==> src/rtl/pwm_gen.sv <==
// Double-buffered PWM output stage: ratio updates take effect only at a period boundary.
// Optional `PWM_SOFT_START_EN: ratio ramps toward the target by at most RAMP_STEP per period.
module pwm_gen #(
  parameter int PRESCALE  = 4,
  parameter int RAMP_STEP = 8
) (
  input  logic       clock,
  input  logic       reset_n,
  input  logic       pwm_enable,
  input  logic       pwm_update,
  input  logic [7:0] pwm_ratio,
  output logic       pwm_done,
  output logic       pwm_out,
  output logic       period_start,
  output logic [7:0] active_ratio
);

  localparam logic [0:0] ST_DISABLED = 1'b0;
  localparam logic [0:0] ST_RUN      = 1'b1;

  localparam int PW = (PRESCALE > 1) ? $clog2(PRESCALE) : 1;
  localparam logic [PW-1:0] PRE_LAST = PW'(PRESCALE - 1);

  // Reject parameter values outside the legal range at elaboration.
  if (PRESCALE < 1 || PRESCALE > 256) begin : g_bad_prescale
    $error("pwm_gen: PRESCALE out of range");
  end
  if (RAMP_STEP < 1 || RAMP_STEP > 255) begin : g_bad_ramp
    $error("pwm_gen: RAMP_STEP out of range");
  end

`ifdef PWM_SOFT_START_EN
  localparam logic [8:0] STEP9 = 9'(RAMP_STEP);

  // One ramp step from cur toward tgt, limited to RAMP_STEP and saturated to 0..255.
  function automatic logic [7:0] ramp_next(input logic [7:0] cur, input logic [7:0] tgt);
    logic [8:0] diff;
    logic [8:0] step;
    logic [8:0] sum;
    if (tgt >= cur) begin
      diff = {1'b0, tgt} - {1'b0, cur};
      step = (diff > STEP9) ? STEP9 : diff;
      sum  = {1'b0, cur} + step;
      ramp_next = (sum > 9'd255) ? 8'd255 : sum[7:0];
    end else begin
      diff = {1'b0, cur} - {1'b0, tgt};
      step = (diff > STEP9) ? STEP9 : diff;
      sum  = {1'b0, cur} - step;
      ramp_next = sum[8] ? 8'd0 : sum[7:0];
    end
  endfunction
`endif

  logic [0:0]    state_r;
  logic [PW-1:0] prescaler_r;
  logic [7:0]    period_cnt_r;
  logic [7:0]    pending_r;
  logic          pending_valid_r;

  logic [0:0]    state_s;
  logic [PW-1:0] prescaler_s;
  logic [7:0]    period_cnt_s;
  logic [7:0]    pending_s;
  logic          pending_valid_s;
  logic [7:0]    active_s;
  logic          done_s;
  logic          start_s;
  logic          out_s;
  logic          tick_s;
  logic          boundary_s;
  logic [7:0]    target_s;
  logic          target_valid_s;
`ifdef PWM_SOFT_START_EN
  logic [7:0]    ramp_s;
`endif

  // Tick, boundary and the effective target (an update on the boundary bypasses the buffer).
  always_comb begin
    tick_s         = (prescaler_r == PRE_LAST);
    boundary_s     = tick_s && (period_cnt_r == 8'd254);
    target_s       = pwm_update ? pwm_ratio : pending_r;
    target_valid_s = pwm_update || pending_valid_r;
  end

  // Next-state logic for counters, ratio buffer and output pulses.
  always_comb begin
    state_s         = state_r;
    prescaler_s     = prescaler_r;
    period_cnt_s    = period_cnt_r;
    active_s        = active_ratio;
    done_s          = 1'b0;
    start_s         = 1'b0;
    out_s           = 1'b0;
`ifdef PWM_SOFT_START_EN
    ramp_s          = ramp_next(active_ratio, target_s);
`endif
    if (pwm_update) begin
      pending_s       = pwm_ratio;
      pending_valid_s = 1'b1;
    end else begin
      pending_s       = pending_r;
      pending_valid_s = pending_valid_r;
    end

    case (state_r)
      ST_DISABLED: begin
        prescaler_s  = {PW{1'b0}};
        period_cnt_s = 8'd0;
        // A fresh update defers the load by one cycle so pwm_done can never pulse back-to-back.
        if (pending_valid_r && !pwm_update) begin
          active_s        = pending_r;
          pending_valid_s = 1'b0;
          done_s          = 1'b1;
        end else begin
          active_s = active_ratio;
        end
        if (pwm_enable) begin
          state_s = ST_RUN;
        end else begin
          state_s = ST_DISABLED;
        end
      end

      ST_RUN: begin
        if (!pwm_enable) begin
          state_s      = ST_DISABLED;
          prescaler_s  = {PW{1'b0}};
          period_cnt_s = 8'd0;
          out_s        = 1'b0;
        end else begin
          state_s     = ST_RUN;
          prescaler_s = tick_s ? {PW{1'b0}} : (prescaler_r + PW'(1));
          if (!tick_s) begin
            period_cnt_s = period_cnt_r;
          end else if (period_cnt_r == 8'd254) begin
            period_cnt_s = 8'd0;
          end else begin
            period_cnt_s = period_cnt_r + 8'd1;
          end
          out_s   = (period_cnt_r < active_ratio);
          start_s = boundary_s;
          if (boundary_s && target_valid_s) begin
`ifdef PWM_SOFT_START_EN
            active_s = ramp_s;
            if (ramp_s == target_s) begin
              pending_valid_s = 1'b0;
              done_s          = 1'b1;
            end else begin
              pending_valid_s = 1'b1;
              done_s          = 1'b0;
            end
`else
            active_s        = target_s;
            pending_valid_s = 1'b0;
            done_s          = 1'b1;
`endif
          end else begin
            active_s = active_ratio;
          end
        end
      end

      default: begin
        state_s         = ST_DISABLED;
        prescaler_s     = {PW{1'b0}};
        period_cnt_s    = 8'd0;
        pending_s       = 8'd0;
        pending_valid_s = 1'b0;
        active_s        = 8'd0;
      end
    endcase
  end

  // State and output registers; reset clears pwm_out immediately.
  always_ff @(posedge clock or negedge reset_n) begin
    if (!reset_n) begin
      state_r         <= ST_DISABLED;
      prescaler_r     <= {PW{1'b0}};
      period_cnt_r    <= 8'd0;
      pending_r       <= 8'd0;
      pending_valid_r <= 1'b0;
      active_ratio    <= 8'd0;
      pwm_done        <= 1'b0;
      period_start    <= 1'b0;
      pwm_out         <= 1'b0;
    end else begin
      state_r         <= state_s;
      prescaler_r     <= prescaler_s;
      period_cnt_r    <= period_cnt_s;
      pending_r       <= pending_s;
      pending_valid_r <= pending_valid_s;
      active_ratio    <= active_s;
      pwm_done        <= done_s;
      period_start    <= start_s;
      pwm_out         <= out_s;
    end
  end

endmodule

==> config.mk <==
export PLATFORM = sky130hd
export DESIGN_NAME = pwm_gen
export DESIGN_NICKNAME = d
export VERILOG_FILES = /design/src/rtl/pwm_gen.sv
export SDC_FILE = /design/constraint.sdc
export NUM_CORES = 1
export LEC_CHECK = 0
export BUFFER_PORTS_ARGS = -buffer_cell sky130_fd_sc_hd__buf_2
export CAP_MARGIN = 25
export CORE_UTILIZATION = 45
export DETAILED_ROUTE_END_ITERATION = 10
export PLACE_DENSITY = 0.65
export SYNTH_ARGS = -nofsm -noshare
export SYNTH_HDL_FRONTEND = slang
export SYNTH_SLANG_ARGS = --single-unit
==> constraint.sdc <==
create_clock -name clock -period 2.55 [get_ports clock]
set_input_delay 0.51 -clock clock [delete_from_list [all_inputs] [get_ports clock]]
set_output_delay 0.51 -clock clock [all_outputs]
set_load 0.02 [all_outputs]
# == Word level (Yosys, flattened, before mapping) ==
# Index checks and enable logic that the tools add are counted.
# totals
mem_bits_rw,0
in_bits,12
output_inout_bits,11
mem_bits_ro,0
latch_bits,0
regBits,31
n_memories,0
# op_classes
shift,0
div_mod_pow,0
n_bitwise,1
reduce_logical,6
n_lt_le_gt_ge,1
n_eq_ne,6
multipliers,0
n_mux,26
n_addsub,2
# op_table
cell,n
$mux W8,7
$pmux W8 S2,2
$mux W1,12
$add A8 B1 Y8 const B,1
$eq A8 B8 Y1 const B,1
$lt A8 B8 Y1,1
$mux W2,2
$ne A2 B2 Y1 const B,2
$pmux W1 S2,2
$pmux W2 S2,1
$logic_and A1 B1 Y1,3
$ne A3 B2 Y1 const B,1
$reduce_and A3 Y1,1
$add A2 B1 Y2 const B,1
$eq A2 B2 Y1 const B,1
$ne A2 B1 Y1 const B,1
$logic_not A1 Y1,1
$logic_or A1 B1 Y1,1
$not A1 Y1,1

# == Longest topological paths before layout ==
# logic_depth
ltp_word,6
mapped_depth,6
ltp_nobuf,6

# == Least setup slack after synthesis ==
# OpenSTA, ideal clock, no wires.
# synth_path
kind,input -> register
start,input pwm_update
end,register active_ratio[0]
arrival_time_ns,1.569
path_stages,5
setup_slack_ns,0.917
setup_ns,0.064
cell_sequence,buf_6 -> mux2_4 -> and3_4 -> a22oi_4 -> a22o_2
# synth_via
elab_chain_cells,4
word_cells_on_any_way,11
classes_between,eq/ne: 2; mux: 4; reduce/logical: 5
# synth_lines
item,line,text
from (decl),10,"input logic pwm_update,"
$mux W8 (tied with other cells),--,
$mux W8 (tied with other cells),142,if (boundary_s && target_valid_s) begin
$mux W8 (tied with other cells),125,if (!pwm_enable) begin
$pmux W8 S2 / $reduce_and A3 Y1 (equally long branches),--,
to (signal assigned),192,active_ratio <= active_s;
to (decl),15,output logic [7:0] active_ratio
# Parallel ways exist; a longest one is shown, timed or not. The select of a mux whose other input is x is not followed.
# A chain may end at the register's enable or synchronous reset.

# == Final worst setup path ==
# layout_path
start,register period_cnt_r[0]
end,register active_ratio[0]
# layout_via
elab_chain_cells,5
# layout_lines
item,line,text
from (decl),56,logic [7:0] period_cnt_r;
from (signal assigned),189,period_cnt_r <= period_cnt_s;
$eq A8 B8 Y1,80,boundary_s = tick_s && (period_cnt_r == 8'd254);
$logic_and A1 B1 Y1,80,
$logic_and A1 B1 Y1,142,
$ne A2 B1 Y1 (no source line),--,
$reduce_and A3 Y1 (no source line),--,
# No other way between the ends.

==> results.yml <==
clock_network:
  cts_tree: "done"
  clock_latency_ns: 0.34
  clock-sinks: 31
  cts_buffers: 5
  clk_pin_slew_ns: 0.10
  cts_setup_buffers: 0
  root_buffer: "clkbuf_4"
  cts_resized: 0
  ctsLongestPathBuffers: 2
  htreeDepth: 2
  cts_hold_buffers: 0
synthesis:
  syn-num-nets: 151
  yosysUniqueCellTypes: 34
  syn_inst: 129
  ys_ff_latch: 31
  syn_avg_cell_area_um2: 11.9
  dominantRegCellSynth: "dfrtp_1"
  synth-async-reset-ratio: 1.00
  synth-warning-count: 0
  synth-edff-count: 0
  ys_seq_area_frac: 0.505
  syn_area_um2: 1540
floorplanning:
  start_util: 0.487
  row_count: 20
  die_x_um: 60.4
  fp.dieArea_um2: 3650
  io_pins: 23
  core_um2: 3150
  die_height_um: 60.4
global_routing:
  grt_first_pass_wirelength_mm: 4.79
  grt_start_max_net_pins: 32
  overflow: 0
  antenna_found_initial: 0
  grt_usage: 0.185
  grt_pass1_vias: 1075
critical_path:
  cp.required_ns: 2.83
  crit_start: "period_cnt_r[0]$_DFFE_PN0P_"
  reg2regPathDepth: 6
  end_kind: "flop"
  max_stage_delay_ns: 0.59
  r2r_start: "period_cnt_r[0]$_DFFE_PN0P_"
  regToRegSetupSlack_ns: 0.69
  start_kind: "flop"
  cp_max_fo: 10
  r2r_end: "active_ratio[0]$_DFFE_PN0P_"
  crit_type: "reg2reg"
  path_cells: "inv_1 > ha_1 > nand4_1 > nor3_2 > a22o_1 > a22o_2"
  critPathArrivalTime_ns: 2.14
  slowest_stage: "nor3_2"
timing:
  slew_headroom: 0.548
  hold_viol_final: 0
  setup_viol: 0
  finalCritPeriodShare: 0.730
  drv_slew: 0
  worstMarginPinSlew_ns: 0.675
  timing.fmax_mhz: 537
  rsz0062_at_grt: "no"
  skew_ns: 0.0133
  fin_ws_ns: 0.687
  fin_setup_tns_ns: 0
  min_period_ns: 1.86
finish:
  fillers: 294
  mostFrequentLayoutCells: "dfrtp_1 (31), buf_2 (22), ha_1 (10)"
  multi_input_area_um2: 708
  layout-drive-gt1-share: 0.325
  final_nets: 178
  diodes: 0
  layout.cells.non_filler: 201
  area_growth_pct: 16.4
  seqCellArea_um2: 776
  layout_commonest_cell: "dfrtp_1"
drt:
  via_count: 1069
  first_iter_violations: 23
  totalWireLength_mm: 2.77
  postRouteAntennaNets: 0
  drc: 0
  first_pass_iters: 4
  wl_per_cell_um: 13.8
  via_per_inst: 5.32
place:
  io_buffers: 22
  post-place-ws_ns: 0.680
  gp_congestion: 0.758
  dp.cells: 193
  post-dp-hpwl_mm: 2.10
power_and_ir_drop:
  p_leak_uw: 0.000898
  powerDensity_nw_per_um2: 685
  peakVddDrop_uv: 591
hold_path:
  min_path_type: "in2async"
outcome:
  status: "complete, no violations"
job:
  timing.max_cap.violations: 0
==> layer usage <==
| layer | track usage | vias up | part of all wire |
|---|---|---|---|
| met5 | 0 | - | 0 |
| met1 | 0.236 | 518 | 0.48 |
| met3 | 0.0704 | 4 | 0.056 |
| met2 | 0.283 | 26 | 0.45 |
| li1 | - | 521 | - |
| met4 | 0.0779 | 0 | 0.016 |
==> critical path, delay by kind of cell, from the launching register on <==
| kind | cells | cell delay, ns |
|---|---|---|
| fa+ha+maj | 1 | 0.14 |
| compound gates | 2 | 0.40 |
| flops | 1 | 0.46 |
| simple gates | 2 | 0.72 |
| buf+inv | 1 | 0.09 |
==> cell type report <==
type | instances | area share
inverters | 10 | 0.0210
well taps | 44 | 0.0308
flip-flops and latches | 31 | 0.434
repair buffers | 22 | 0.0616
multi-input cells | 86 | 0.396
clock buffers | 6 | 0.0231
clock inverters | 2 | 0.0336
==> cell usage after synthesis (all sizes together), types with 2 or more instances <==
cell type | number | area (um^2)
nand4 | 3 | 18.8
nor2 | 9 | 33.8
nand2 | 7 | 26.3
a22o | 16 | 150
inv | 9 | 33.8
xor2 | 4 | 35.0
nor3 | 2 | 15.0
a21oi | 4 | 20.0
mux2 | 10 | 116
nand3 | 2 | 15.0
ha | 10 | 125
o21ai | 4 | 20.0
and3 | 3 | 23.8
dfrtp | 31 | 776
==> report_power, final <==
part           internal (uW)  switching (uW)  leakage [uW]
Sequential               532            28.9      0.000393
Combinational           85.5             104      0.000452
Clock                    306             169     0.0000525
Total                    923             302      0.000898
==> flip-flops by register name, summed over array words and instances (netlist names) <==
name,flops
active_ratio,8
pending_r,8
period_cnt_r,8
prescaler_r,2
pending_valid_r,1
period_start,1
pwm_done,1
pwm_out,1
state_r,1
==> through the flow <==
step,instance area (um^2),total power [uW],hold slack [ns],util
final,1790,1220,0.194,0.567
after global routing,1790,1290,0.240,0.567
after detailed placement,1690,763,0.437,0.535
after floorplan,1540,695,0.214,-
after CTS,1790,1240,0.214,0.567
after global placement,1690,756,0.420,0.535
==> worst max path at each step <==
stage                                        endpoint  slack (ns)
after global routing      active_ratio[0]$_DFFE_PN0P_        0.55
after CTS                 active_ratio[0]$_DFFE_PN0P_        0.68
after global placement    active_ratio[0]$_DFFE_PN0P_        0.74
final                     active_ratio[0]$_DFFE_PN0P_        0.69
after detailed placement  active_ratio[6]$_DFFE_PN0P_        0.68
after floorplan           active_ratio[0]$_DFFE_PN0P_        0.92
==> logic make-up after synthesis <==
logic type,after synthesis,synth area share
AO/OA/AOI/OAI,29,0.159
XOR/XNOR,5,0.0285
adder cells (fa/ha/maj),10,0.0814
buffers and inverters,12,0.0342
flip-flops,31,0.505
multiplexers,10,0.0757
AND/OR/NAND/NOR,32,0.116
Power figures use the tool's default switching activity.
